$ cat src/rtl/regfile_wb_arbiter.sv
// Round-robin arbiter for the register-file write port with a registered
// write stage and a busy scoreboard for outstanding multi-cycle writes.
module regfile_wb_arbiter #(
  parameter int NREQ = 3,
  parameter int DW   = 32,
  parameter int AW   = 5
) (
  input  logic               clk,
  input  logic               rst,
  input  logic               stall,
  input  logic [NREQ-1:0]    req_valid,
  output logic [NREQ-1:0]    req_ready,
  input  logic [NREQ*AW-1:0] req_addr,
  input  logic [NREQ*DW-1:0] req_data,
  output logic               rf_we,
  output logic [AW-1:0]      rf_waddr,
  output logic [DW-1:0]      rf_wdata,
  input  logic               claim_valid,
  input  logic [AW-1:0]      claim_addr,
  output logic               claim_err,
  input  logic [AW-1:0]      chk_addr1,
  input  logic [AW-1:0]      chk_addr2,
  output logic               chk_busy1,
  output logic               chk_busy2,
  output logic [2**AW-1:0]   busy
);

  localparam int NR = 2**AW;
  localparam int PW = (NREQ > 1) ? $clog2(NREQ) : 1;

  logic [PW-1:0]   ptr_q, ptr_d;
  logic [NR-1:0]   busy_q, busy_d;
  logic            we_q, we_d;
  logic [AW-1:0]   waddr_q, waddr_d;
  logic [DW-1:0]   wdata_q, wdata_d;
  logic            err_q, err_d;

  logic [NREQ-1:0] hi_mask;
  logic [NREQ-1:0] masked;
  logic [NREQ-1:0] cand;
  logic [NREQ-1:0] gnt;
  logic [PW-1:0]   gnt_idx;
  logic [AW-1:0]   sel_addr;
  logic [DW-1:0]   sel_data;
  logic            accept;

  // Requests at or above ptr win; otherwise wrap to the lowest index.
  always_comb begin
    hi_mask = ~((NREQ'(1) << ptr_q) - NREQ'(1));
    masked  = req_valid & hi_mask;
    cand    = (|masked) ? masked : req_valid;
    gnt     = stall ? '0 : (cand & (~cand + NREQ'(1)));
  end

  always_comb begin
    gnt_idx  = '0;
    sel_addr = '0;
    sel_data = '0;
    for (int i = 0; i < NREQ; i++) begin
      if (gnt[i]) begin
        gnt_idx  = PW'(i);
        sel_addr = req_addr[i*AW +: AW];
        sel_data = req_data[i*DW +: DW];
      end
    end
  end

  assign accept    = |gnt;
  assign req_ready = gnt;

  always_comb begin
    ptr_d = ptr_q;
    if (accept) begin
      ptr_d = (gnt_idx == PW'(NREQ-1)) ? '0 : gnt_idx + PW'(1);
    end
    we_d    = accept && (sel_addr != '0);
    waddr_d = accept ? sel_addr : waddr_q;
    wdata_d = accept ? sel_data : wdata_q;
    busy_d  = busy_q;
    if (we_d) begin
      busy_d[sel_addr] = 1'b0;
    end
    // A same-cycle claim is the younger op, so its set overrides the clear.
    if (claim_valid && (claim_addr != '0)) begin
      busy_d[claim_addr] = 1'b1;
    end
    busy_d[0] = 1'b0;
    err_d = claim_valid && (claim_addr != '0) && busy_q[claim_addr];
  end

  always_ff @(posedge clk or negedge rst) begin
    if (!rst) begin
      ptr_q   <= '0;
      busy_q  <= '0;
      we_q    <= 1'b0;
      waddr_q <= '0;
      wdata_q <= '0;
      err_q   <= 1'b0;
    end else begin
      ptr_q   <= ptr_d;
      busy_q  <= busy_d;
      we_q    <= we_d;
      waddr_q <= waddr_d;
      wdata_q <= wdata_d;
      err_q   <= err_d;
    end
  end

  assign rf_we     = we_q;
  assign rf_waddr  = waddr_q;
  assign rf_wdata  = wdata_q;
  assign claim_err = err_q;
  assign busy      = busy_q;
  assign chk_busy1 = busy_q[chk_addr1];
  assign chk_busy2 = busy_q[chk_addr2];

endmodule

$ cat config.mk
export PLATFORM = sky130hd
export DESIGN_NAME = regfile_wb_arbiter
export DESIGN_NICKNAME = d
export VERILOG_FILES = /design/src/rtl/regfile_wb_arbiter.sv
export SDC_FILE = /design/constraint.sdc
export NUM_CORES = 1
export LEC_CHECK = 0
export ABC_AREA = 0
export BUFFER_PORTS_ARGS = -buffer_cell sky130_fd_sc_hd__buf_2
export CAP_MARGIN = 20
export CORE_ASPECT_RATIO = 1.25
export CORE_MARGIN = 2
export CORE_UTILIZATION = 39
export CTS_CLUSTER_SIZE = 24
export DETAILED_ROUTE_END_ITERATION = 7
export GPL_TIMING_DRIVEN = 1
export PLACE_DENSITY = 0.68
export SKIP_LAST_GASP = 1
export SYNTH_ARGS = -nofsm -noshare
export SYNTH_HDL_FRONTEND = slang
export SYNTH_SLANG_ARGS = --single-unit
$ cat constraint.sdc
create_clock -name clk -period 7.7 [get_ports clk]
set_input_delay 1.54 -clock clk [delete_from_list [all_inputs] [get_ports clk]]
set_output_delay 1.54 -clock clk [all_outputs]
set_load 0.02 [all_outputs]
# ---- After elaboration in Yosys (flattened, before gate mapping)
# Cells that the tools add are included.
# Widths: inputs -> output; s select.
dict set report totals {
  input_bits 133
  rom_bits 0
  memories 0
  out_inout_bits 76
  ff_bits 72
  ramBits 0
  latch_bits 0
  word_cells 56
}
dict set report classes {
  bitwise_logic 7
  magnitude_cmp 6
  reduce_logical 9
  n_mul 0
  n_mux 23
  n_div 0
  n_addsub 3
  n_shift 1
  n_eq_ne 1
}
# op count
set ops {}
lappend ops {{$mux 32} 5}
lappend ops {{$and 32x32->32} 1}
lappend ops {{$not 32->32} 1}
lappend ops {{$or 32x32->32} 1}
lappend ops {{$lt 5x6->1 const B} 4}
lappend ops {{$bmux 1 s5} 3}
lappend ops {{$mux 5} 3}
lappend ops {{$demux 1 s5} 2}
lappend ops {{$ge 5x1->1 const B} 2}
lappend ops {{$reduce_bool 5->1} 2}
lappend ops {{$and 3x3->3} 2}
lappend ops {{$mux 1} 6}
lappend ops {{$mux 3} 2}
lappend ops {{$not 3->3} 2}
lappend ops {{$reduce_or 3->1} 2}
lappend ops {{$logic_and 1x1->1} 5}
lappend ops {{$mux 2} 2}
lappend ops {{$add 3x1->3 const B} 1}
lappend ops {{$shl 1x2->3 const A} 1}
lappend ops {{$sub 3x2->3 const B} 1}
lappend ops {{$add 2x1->2 const B} 1}
lappend ops {{$eq 2x2->1 const B} 1}

# ---- Logic depth before layout (Yosys ltp)
# Gate-level depths: netlist of run 1.
dict set report depth {
  depth_word 22
  depth_mapped 8
  depth_no_buf 7
}

# ---- Worst setup path after synthesis of run 1
# Ideal clock, no wire load.
dict set report synth_timing {
  path_kind {input to output}
  startpoint {input chk_addr1[0]}
  endpoint {output chk_busy1}
  stages 4
  slack_ps 2885
  arrival_time_ps 3275
  path_buffers 1
  t_required_ps 6160
  path_cell_list {clkbuf_1 -> mux4_2 -> mux4_2 -> mux2_2}
}
dict set report synth_between {
  elab_chain_len 2
}
# item line_no
set synth_lines {}
lappend synth_lines {{start, declared} 21} ;# input logic [AW-1:0] chk_addr1,
lappend synth_lines {{$bmux 1 s5} 114} ;# assign chk_busy1 = busy_q[chk_addr1];
lappend synth_lines {{$mux 1 (implied by the code)} 114}
lappend synth_lines {{end, declared} 23} ;# output logic chk_busy1,
# No other way between the ends. The select of a mux whose other input is x is not followed.

# ---- Final worst setup path of run 1
# Ends and elaborated chain as after synthesis.

==> results of run 1 <==
==> synthesized netlist by cell type, types with 2 or more instances <==
cell type	instances
a21o_1	5
mux2_2	5
o21ai_1	21
nand3b_1	5
o2111ai_1	3
buf_1	2
nand2_1	78
buf_6	3
a31oi_1	5
a221o_1	2
o21ai_0	46
or3_4	4
o211ai_1	3
a222oi_1	32
o2111a_1	3
nor2_1	5
and3b_1	3
a21oi_1	3
nand3_1	6
mux4_2	25
or2_1	2
nor2b_1	3
inv_1	4
clkbuf_1	21
dfrtp_1	72
a311oi_1	3
nand2b_1	4
a221oi_2	2
==> state kept, by name (all words and copies together) (netlist names) <==
name and count:
busy 31, rf_wdata 32, ptr_q 2, claim_err 1, rf_we 1, rf_waddr 5
==> report_power, final <==
group	internal (mW)	switching, mW	leakage, nW
registers	0.484	0.141	0.883
logic	0.268	0.346	1.65
clock network	0.267	0.154	0.148
==> worst reg2reg max path, cell delays in order (launching register included) <==
cell and delay [ns]:
dfrtp_1 0.59, or3b_4 0.46, a31o_4 0.26, inv_4 0.28, a221o_1 0.30, nand3_1 0.21
o21ai_0 0.21, o21ai_0 0.12
==> worst paths after layout <==
path / to / slack (ns) / depth (start not counted)
min: rf_waddr[4]$_DFFE_PN0P_ / 0.49 / 1
max reg2reg: busy[29]$_DFF_PN0_ / 5.14 / 7
min in group asynchronous: busy[20]$_DFF_PN0_ / 1.42 / 2
max in group asynchronous: rf_wdata[21]$_DFFE_PN0P_ / 5.68 / 2
min reg2reg: rf_waddr[4]$_DFFE_PN0P_ / 0.49 / 1
max: chk_busy1 / 2.92 / 5
==> final cells by class <==
type	instances	area [um2]
multi-input cells	283	2170
inverters	5	21.3
flip-flops and latches	72	1800
clock inverters	5	55.1
well taps	132	165
fillers	949	4900
repair buffers	211	1090
clock buffers	11	253
==> placed cells by master (no fill, tap or decap), types with 6 or more instances in the layout <==
| cell type | instances |
|---|---|
| nand2_1 | 78 |
| dfrtp_1 | 72 |
| buf_2 | 207 |
| a222oi_1 | 32 |
| nand3_1 | 6 |
| mux4_2 | 25 |
| o21ai_0 | 46 |
| o21ai_1 | 21 |
| clkbuf_16 | 9 |
==> metal layers <==
| metal | vias to the layer above | GRT usage (%) | routed length, um |
|---|---|---|---|
| met5 | - | 0 | 0 |
| met4 | 0 | 11.7 | 455 |
| met3 | 35 | 7.08 | 1420 |
| met2 | 280 | 41.0 | 7080 |
| met1 | 2045 | 31.5 | 5270 |
| li1 | 1916 | - | - |
==> cell families after synthesis <==
group	Yosys count
AOI/OAI and AO/OA	134
buffers and inverters	33
DFF	72
muxes	30
other	1
and+or+nand+nor	118
==> summary.md, run 1 <==
| Metric | Value |
|---|---|
| Status | finished, final reports clean |
| Syn_nets | 521 |
| Die H | 119 um |
| Antenna violations before repair | 1 |
| Avg Inst Size Synth | 10.6 um2 |
| Max-Cap Viols | 0 |
| Final Max Slew Viols | 0 |
| Measured slew at the worst slew-check pin | 0.909 ns |
| Worst-path clk slew | 0.06 ns |
| Period minus WS final | 4.78 ns |
| Final Util | 53.1% |
| Vias | 4,276 |
| Synth Area in XOR/XNOR | 0% |
| Area Overhead vs Synth | 34.6% |
| Rows | 42 |
| Cell-by-cell trace of the critical path | buf_2, mux4_2, mux4_2, mux2_2, buf_2 |
| Post-Synth Adder-Cell Area | 0% |
| Startpoint types | input pin |
| Max Fclk | 209 MHz |
| Top post-synthesis cells by area | dfrtp_1 44%, mux4_2 14%, a222oi_1 7.8% |
| Longest Clk Path Bufs | 2 |
| Clock latency on the worst-skew pair | 0.33 ns |
| Slowest CP cell | mux4_2 |
| Total Power | 1.66 mW |
| Synthesis warning total | 0 |
| Syn Std Cell Area | 4130 um2 |
| Power per cell area | 299 nW/um2 |
| Delay-heaviest family, CP | multiplexers |
| Period Utilization, post-route | 62.1% |
| Post-synthesis cell type count | 46 |
| Leakage | 2.68 nW |
| Clock Root Buffer | clkbuf_16 |
| Effective utilization at floorplan | 39.5% |
| Final Setup Violations | 0 |
| Design area | 5550 um2 |
| Global-route wire length before repair | 22,000 um |
| Synth Area in Compound Gates | 23.3% |
| Reg-to-reg startpoint | ptr_q[0]$_DFFE_PN0P_ |
| Asr flop ratio synth | 100% |
| Vias per cell | 5.95 |
| TNS Setup | 0 ns |
| Setup slack after layout | 2.92 ns |
| Seq/Total Area, Yosys | 43.7% |
| CP Class | input pin to primary output |
| Number of diodes | 0 |
| DP HPWL | 10,900 um |
| Max incr delay on CP | 0.55 ns |
| Placed Area | 5250 um2 |
| Maximum number of pins on one net before global-route repair | 73 |
| Final net count | 715 |
| Gr usage total | 25.6% |
| RSZ-0062 raised after global routing | no |
| Die area | 11,400 um2 |
| Final hold vios | 0 |
| Post-cts sizing count | 0 |
| Sinks on Clock Net | 72 |
| GP Congestion | 0.957 |
| Main synth FF type | dfrtp_1 |
| WP data arrival | 3.24 ns |
| CP endpoint kind | primary output |
| Die Width | 96 um |
| H-tree lvl count | 3 |
| # Post-CTS Setup Buffers | 0 |
| Worst hold slack | 0.487 ns |
| CTS tree | done |
| Post-DRT Antenna Nets | 0 |
| Synth Area in Simple Gates | 14.3% |
| Worst endpoint required time | 6.16 ns |
| Vias in the first global route | 4,247 |
| Yosys top cell area share | 43.7% |
| Mux share of post-synthesis cell area | 15.0% |
| Cell count after synthesis | 388 |
| Critical path buffers and inverters | 2 |
| Post-synth EDFFs | 0 |
| Placed Cells | 703 |
| Post-Layout Cell Count | 719 |
| Core Area | 10,500 um2 |
| DR pass1 iterations | 7 |
| Setup Skew | 0.00315 ns |
| Max FO, Critical Path | 9 |
| Remaining DRCs | 0 |
| Number of synthesized register bits | 72 |
| Largest family of logic cells by synthesized area | compound AO/OA/AOI/OAI gates |
| Worst hold path type | flip-flop to flip-flop |
| Min-delay src | rf_waddr[4]$_DFFE_PN0P_ |
| Total grt overflow | 0 |
| Routed WL per cell | 19.8 um |
| Drt total wl | 14,200 um |
| Relative slew margins | 39.4% |
| Place WS | 2.92 ns |
| Port bufs | 207 |
| Largest area contributor in the netlist | dfrtp_1 |
| Layout cells sized above 1 | 46.2% |
| Peak supply drop | 0.119 mV |
| CTS Hold Bufs | 0 |
| I/O pin cnt | 209 |
| DR iter-0 viols | 363 |
| TritonCTS buffer count | 9 |
| CP startpoint | chk_addr1[0] |
No activity file was read; power rests on OpenSTA's default activity.
==> inputs of run 2 (changes only) <==
--- a/config.mk
+++ b/config.mk
@@ -14,7 +14,7 @@
 export CTS_CLUSTER_SIZE = 24
 export DETAILED_ROUTE_END_ITERATION = 7
 export GPL_TIMING_DRIVEN = 1
-export PLACE_DENSITY = 0.68
+export PLACE_DENSITY = 0.71
 export SKIP_LAST_GASP = 1
 export SYNTH_ARGS = -nofsm -noshare
 export SYNTH_HDL_FRONTEND = slang
==> constraint.sdc (replaced) <==
create_clock -name clk -period 4.05 [get_ports clk]
set_input_delay 0.81 -clock clk [delete_from_list [all_inputs] [get_ports clk]]
set_output_delay 0.81 -clock clk [all_outputs]
set_load 0.02 [all_outputs]
==> run 2 against run 1 <==
  * Clock skew increased by 0.0014 ns
  * Critical path depth stayed put
  * Wire length fell by 0.83%
  * Sequential share of layout area is 0.30 points higher
  * Worst hold slack lost 0.011 ns
  * Non-clock buffer count decreased by 1
  * Flip-flop and latch count is the same
  * Register-to-register slack got worse by 3.7 ns
  * Setup slack got worse by 2.2 ns
  * Combinational power up 89%
==> summary.md, run 2 (synthesized netlist as in run 1, its figures left out) <==
| Metric | Value |
|---|---|
| Status | finished, final reports clean |
| # Post-CTS Setup Buffers | 0 (unchanged) |
| Core Area | 10,500 um2 (unchanged) |
| Total Power | 3.10 mW (+87%) |
| Final net count | 714 (-0.14%) |
| Place WS | 0.717 ns (-2.20 ns) |
| Psw | 1.20 mW (+87%) |
| Worst hold path type | flip-flop to flip-flop |
| Number of diodes | 0 (unchanged) |
| Startpoint types | input pin |
| Antenna violations before repair | 1 (unchanged) |
| Period minus WS final | 3.31 ns |
| Max Fclk | 302 MHz |
| TritonCTS buffer count | 9 (unchanged) |
| Most common cell after layout, fill and taps aside | buf_2 |
| Remaining DRCs | 0 (unchanged) |
| Rows | 42 (unchanged) |
| Global-route wire length before repair | 21,300 um (-3.0%) |
| Layout cells sized above 1 | 45.6% (-0.60 points) |
| Clock share of power | 24.4% (-1.0 points) |
| Max-Cap Viols | 0 (unchanged) |
| Final hold vios | 0 (unchanged) |
| Reg-to-reg slack, setup | 1.47 ns (-3.67 ns) |
| Relative slew margins | 27.6% (-12 points) |
| Measured slew at the worst slew-check pin | 1.09 ns (+0.176 ns) |
| Drt total wl | 14,100 um (-0.83%) |
| Final Setup Violations | 0 (unchanged) |
| Post-cts sizing count | 0 (unchanged) |
| Final Util | 52.6% (-0.49 points) |
| Max FO, Critical Path | 9 (unchanged) |
| Worst-path clk slew | 0.05 ns (about the same) |
| Gr usage total | 24.6% (-0.91 points) |
| Setup slack after layout | 0.738 ns (-2.18 ns) |
| I/O pin cnt | 209 (unchanged) |
| Effective utilization at floorplan | 39.5% (unchanged) |
| Worst endpoint required time | 3.24 ns (-2.92 ns) |
| CTS tree | done |
| TNS Setup | 0 ns (unchanged) |
| Switching part of the total | 38.7% (+0.062 points) |
| Vias per cell | 6.00 (+0.94%) |
| Clock latency on the worst-skew pair | 0.32 ns (about the same) |
| Maximum number of pins on one net before global-route repair | 73 (unchanged) |
| H-tree lvl count | 3 (unchanged) |
| CP startpoint | chk_addr1[0] |
| Longest Clk Path Bufs | 2 (unchanged) |
| Min-delay src | rf_waddr[3]$_DFFE_PN0P_ |
| Vias in the first global route | 4,095 (-3.6%) |
| Combinational share of power | 37.6% (+0.6 points) |
| Die area | 11,400 um2 (unchanged) |
| Post-Layout Cell Count | 718 (-0.14%) |
| Port bufs | 207 (unchanged) |
| Power per cell area | 563 nW/um2 (+88%) |
| Setup Skew | 0.00451 ns (+0.00136 ns) |
| Die Width | 96 um (unchanged) |
| Period Utilization, post-route | 81.8% |
| Reg-to-reg startpoint | ptr_q[0]$_DFFE_PN0P_ |
| Sequential power share | 38.0% (+0.4 points) |
| Internal power | 1.90 mW (+87%) |
| Peak supply drop | 0.212 mV (+78%) |
| DP HPWL | 11,000 um (+0.71%) |
| WP data arrival | 2.50 ns (-0.74 ns) |
| Max reg flops | 32 (unchanged) |
| Routed WL per cell | 19.6 um (-0.69%) |
| GP Congestion | 0.988 (+3.3%) |
| Area Overhead vs Synth | 33.3% |
| Vias | 4,310 (+0.80%) |
| DR iter-0 viols | 405 (+12%) |
| Post-DRT Antenna Nets | 0 (unchanged) |
| Placed Cells | 702 (-0.14%) |
| Total grt overflow | 0 (unchanged) |
| CTS Hold Bufs | 0 (unchanged) |
| Leakage | 2.66 nW (-0.72%) |
| Most frequent cells in the layout | 206 x buf_2, 78 x nand2_1, 72 x dfrtp_1, 46 x o21ai_0, 32 x a222oi_1 |
| Sinks on Clock Net | 72 (unchanged) |
| RSZ-0062 raised after global routing | no |
| Clock Root Buffer | clkbuf_16 |
| Final Max Slew Viols | 0 (unchanged) |
| Die H | 119 um (unchanged) |
| DR pass1 iterations | 8 (+1) |
| CP Class | input pin to primary output |
| Fill cells | 1,002 (+5.6%) |
| CP endpoint kind | primary output |
==> run 2: cell type report <==
type	count	area, um2	share of cell area (%)
clock buffer	12	236	4.30
clock inverter	4	45.0	0.819
inverter	5	21.3	0.387
multi-input combinational	283	2170	39.5
sequential	72	1800	32.7
tap	132	165	3.00
timing repair buffer	210	1060	19.3
==> run 2: power by group through the flow <==
stage	combinational [mW]	clock, mW	sequential, mW
final	1.16	0.755	1.18
after global routing	1.26	0.800	1.19
after CTS	1.17	0.773	1.17
after detailed placement	1.17	0	1.18
after global placement	1.14	0	1.17
after floorplan	0.534	0	1.32
==> run 2: worst paths after layout <==
check | endpoint | cells past startpoint
worst min-delay path | rf_waddr[3]$_DFFE_PN0P_ | 1
max in group asynchronous | busy[12]$_DFF_PN0_ | 1
worst max register to register | busy[31]$_DFF_PN0_ | 7
min in group asynchronous | busy[21]$_DFF_PN0_ | 1
worst min register to register | rf_waddr[3]$_DFFE_PN0P_ | 1
worst max-delay path | chk_busy1 | 5
==> run 2: stage by stage <==
step	hold slack, ns	area [um2]
2_1_floorplan	0.514	4130
3_3_place_gp	0.463	5220
3_5_place_dp	0.465	5220
4_1_cts	0.478	5500
5_1_grt	0.513	5500
6_report	0.475	5500
==> run 2: worst max-delay path, cell delays in order <==
cell and delay (ns):
buf_2 0.23, mux4_2 0.54, mux4_2 0.47, mux2_2 0.28
buf_2 0.16
==> run 2: layer usage <==
metal  up-vias  global-route usage, %  share of wire (%)
met5         -                      0              0.092
met4         2                   10.6                3.4
met3        40                   6.77                 11
met2       291                   41.4                 49
met1      2068                   29.0                 36
li1       1909                      -                  -
==> inputs of run 3 (changes only) <==
--- a/config.mk
+++ b/config.mk
@@ -14,7 +14,7 @@
 export CTS_CLUSTER_SIZE = 24
 export DETAILED_ROUTE_END_ITERATION = 7
 export GPL_TIMING_DRIVEN = 1
-export PLACE_DENSITY = 0.71
+export PLACE_DENSITY = 0.68
 export SKIP_LAST_GASP = 1
 export SYNTH_ARGS = -nofsm -noshare
 export SYNTH_HDL_FRONTEND = slang
==> constraint.sdc (replaced) <==
create_clock -name clk -period 3.5 [get_ports clk]
set_input_delay 0.7 -clock clk [delete_from_list [all_inputs] [get_ports clk]]
set_output_delay 0.7 -clock clk [all_outputs]
set_load 0.02 [all_outputs]
==> run 3 against run 2 <==
  * The run now ends with design-rule violations left
  * Global-route usage is 0.83 points higher
  * Final cell count is 0.14% higher
  * Critical path depth stayed put
  * Wire length is 1.5% higher
  * Largest power group unchanged
==> summary.md, run 3 (synthesized netlist as in run 1, its figures left out) <==
| Metric | Value |
|---|---|
| Worst hold path type | flip-flop to flip-flop |
| Final net count | 715 (+0.14%) |
| Die H | 119 um (unchanged) |
| H-tree lvl count | 3 (unchanged) |
| Sinks on Clock Net | 72 (unchanged) |
| Psw | 1.41 mW (+18%) |
| Internal power | 2.19 mW (+15%) |
| Max reg flops | 32 (unchanged) |
| Number of diodes | 0 (unchanged) |
| Peak supply drop | 0.252 mV (+19%) |
| Final Max Slew Viols | 0 (unchanged) |
| Area Overhead vs Synth | 33.7% |
| Power per cell area | 651 nW/um2 (+16%) |
| TNS Setup | 0 ns (unchanged) |
| Min-delay src | rf_waddr[2]$_DFFE_PN0P_ |
| Global-route wire length before repair | 22,000 um (+3.1%) |
| Placed Area | 5230 um2 (about the same) |
| Measured slew at the worst slew-check pin | 0.908 ns (-0.178 ns) |
| Final Setup Violations | 0 (unchanged) |
| CTS tree | done |
| Clock share of power | 24.3% (about the same) |
| Clock latency on the worst-skew pair | 0.33 ns (about the same) |
| Startpoint types | input pin |
| Vias | 4,294 (-0.37%) |
| Worst endpoint required time | 2.80 ns (-0.44 ns) |
| Fill cells | 967 (-3.5%) |
| Combinational share of power | 37.4% (-0.2 points) |
| # Post-CTS Setup Buffers | 0 (unchanged) |
| Sequential power share | 38.3% (+0.3 points) |
| Violated checks | design-rule violations |
| Layout cells sized above 1 | 46.2% (+0.60 points) |
| DR pass1 iterations | 8 (unchanged) |
| Total grt overflow | 0 (unchanged) |
| Switching part of the total | 39.2% (+0.52 points) |
| Worst-path clk slew | 0.06 ns (about the same) |
| RSZ-0062 raised after global routing | no |
| Most common cell after layout, fill and taps aside | buf_2 |
| Leakage | 2.66 nW (about the same) |
| Final hold vios | 0 (unchanged) |
| Hold endpoint | rf_waddr[2]$_DFFE_PN0P_ |
| Core Area | 10,500 um2 (unchanged) |
| Vias per cell | 5.97 (-0.51%) |
| Post-Layout Cell Count | 719 (+0.14%) |
| TritonCTS buffer count | 9 (unchanged) |
| Placed Cells | 703 (+0.14%) |
| DR iter-0 viols | 343 (-15%) |
| Max incr delay on CP | 0.54 ns (about the same) |
| Vias in the first global route | 4,167 (+1.8%) |
| Gr busiest metal | met2 |
| Drt total wl | 14,300 um (+1.5%) |
| Final Util | 52.8% (+0.17 points) |
| Met2 Use GR | 40.0% (-1.3 points) |
| Period minus WS final | 3.07 ns |
| Rows | 42 (unchanged) |
| Die area | 11,400 um2 (unchanged) |
| Clock Root Buffer | clkbuf_16 |
| Reg-to-reg slack, setup | 0.91 ns (-0.56 ns) |
| CTS Hold Bufs | 0 (unchanged) |
| Post-cts sizing count | 0 (unchanged) |
| Setup Skew | 0.00557 ns (+0.00106 ns) |
| Period Utilization, post-route | 87.8% |
| Longest Clk Path Bufs | 2 (unchanged) |
| GP Congestion | 0.946 (-4.2%) |
| Design area | 5520 um2 (+0.32%) |
| Number of cells on the worst reg-to-reg path | 7 (unchanged) |
| Relative slew margins | 39.5% (+12 points) |
| Max Fclk | 325 MHz |
| Gr usage total | 25.5% (+0.83 points) |
| Max FO, Critical Path | 9 (unchanged) |
| Post-DRT Antenna Nets | 0 (unchanged) |
| Max-Cap Viols | 0 (unchanged) |
| DP HPWL | 11,000 um (about the same) |
| Worst r2r dst | busy[30]$_DFF_PN0_ |
| Die Width | 96 um (unchanged) |
| Maximum number of pins on one net before global-route repair | 73 (unchanged) |
| CP Class | input pin to primary output |
| Port bufs | 207 (unchanged) |
| Remaining DRCs | 1 (+1) |
| Cell-by-cell trace of the critical path | buf_2, mux4_2, mux4_2, mux2_2, buf_2 |
| WHS Path Cells | 1 (unchanged) |
| Met1 Track Usage GR | 31.8% (+2.7 points) |
| Antenna violations before repair | 0 (-1) |
| Status | finished with violations |
| Grt met3 use | 6.26% (-0.51 points) |
| Slowest CP cell | mux4_2 |
| Routed WL per cell | 19.9 um (+1.4%) |
| Effective utilization at floorplan | 39.5% (unchanged) |
| Most frequent cells in the layout | 207 x buf_2, 78 x nand2_1, 72 x dfrtp_1, 46 x o21ai_0, 32 x a222oi_1 |
| CP endpoint kind | primary output |
| Reg-to-reg startpoint | ptr_q[0]$_DFFE_PN0P_ |
| I/O pin cnt | 209 (unchanged) |
| WP data arrival | 2.37 ns (-0.13 ns) |
## run 3: cell types whose count changed in the layout (fill, tap and decap cells not counted), sizes merged
| cell | previous run | this run |
|---|---|---|
| bufinv | 1 | 0 |
| buf | 210 | 211 |
| clkinv | 3 | 1 |
| clkinvlp | 0 | 3 |
## run 3: through the flow
stage	setup WS [ns]	power (mW)	hold WS [ns]
after floorplan	0.365	2.15	0.404
after global placement	0.452	2.68	0.471
after detailed placement	0.419	2.72	0.479
after CTS	0.414	3.61	0.497
after global routing	0.335	3.79	0.504
final	0.427	3.59	0.493
## run 3: worst max-delay path by stage
stage                            to  slack [ns]         start
after global routing      chk_busy1        0.33  chk_addr1[0]
after floorplan           chk_busy1        0.37  chk_addr1[0]
after CTS                 chk_busy1        0.41  chk_addr1[0]
after detailed placement  chk_busy1        0.42  chk_addr1[0]
after global placement    chk_busy1        0.45  chk_addr1[0]
final                     chk_busy2        0.43  chk_addr2[0]
## run 3: critical path, delay by kind of cell
kind     cells  cell delay, ns
buf+inv      2            0.39
mux          3            1.27
## run 3: cell type report
type	instances	area, um2	area share (%)
multi-input combinational	283	2170	39.3
tap	132	165	2.99
inverter	5	21.3	0.385
timing repair buffer	211	1070	19.3
sequential	72	1800	32.6
clock buffer	12	267	4.83
clock inverter	4	27.5	0.499
## run 3: power by group through the flow
stage          sequential [mW]  combinational, mW  clock [mW]
2_1_floorplan             1.53              0.618           0
3_3_place_gp              1.36               1.32           0
3_5_place_dp              1.37               1.35           0
4_1_cts                   1.36               1.35       0.899
5_1_grt                   1.40               1.46       0.929
6_report                  1.38               1.34       0.873
## run 3: per-layer routing
metal | vias to the layer above | share of wire (%)
li1 | 1914 | -
met3 | 46 | 10
met2 | 295 | 49
met5 | - | 0
met1 | 2039 | 37
met4 | 0 | 3.5
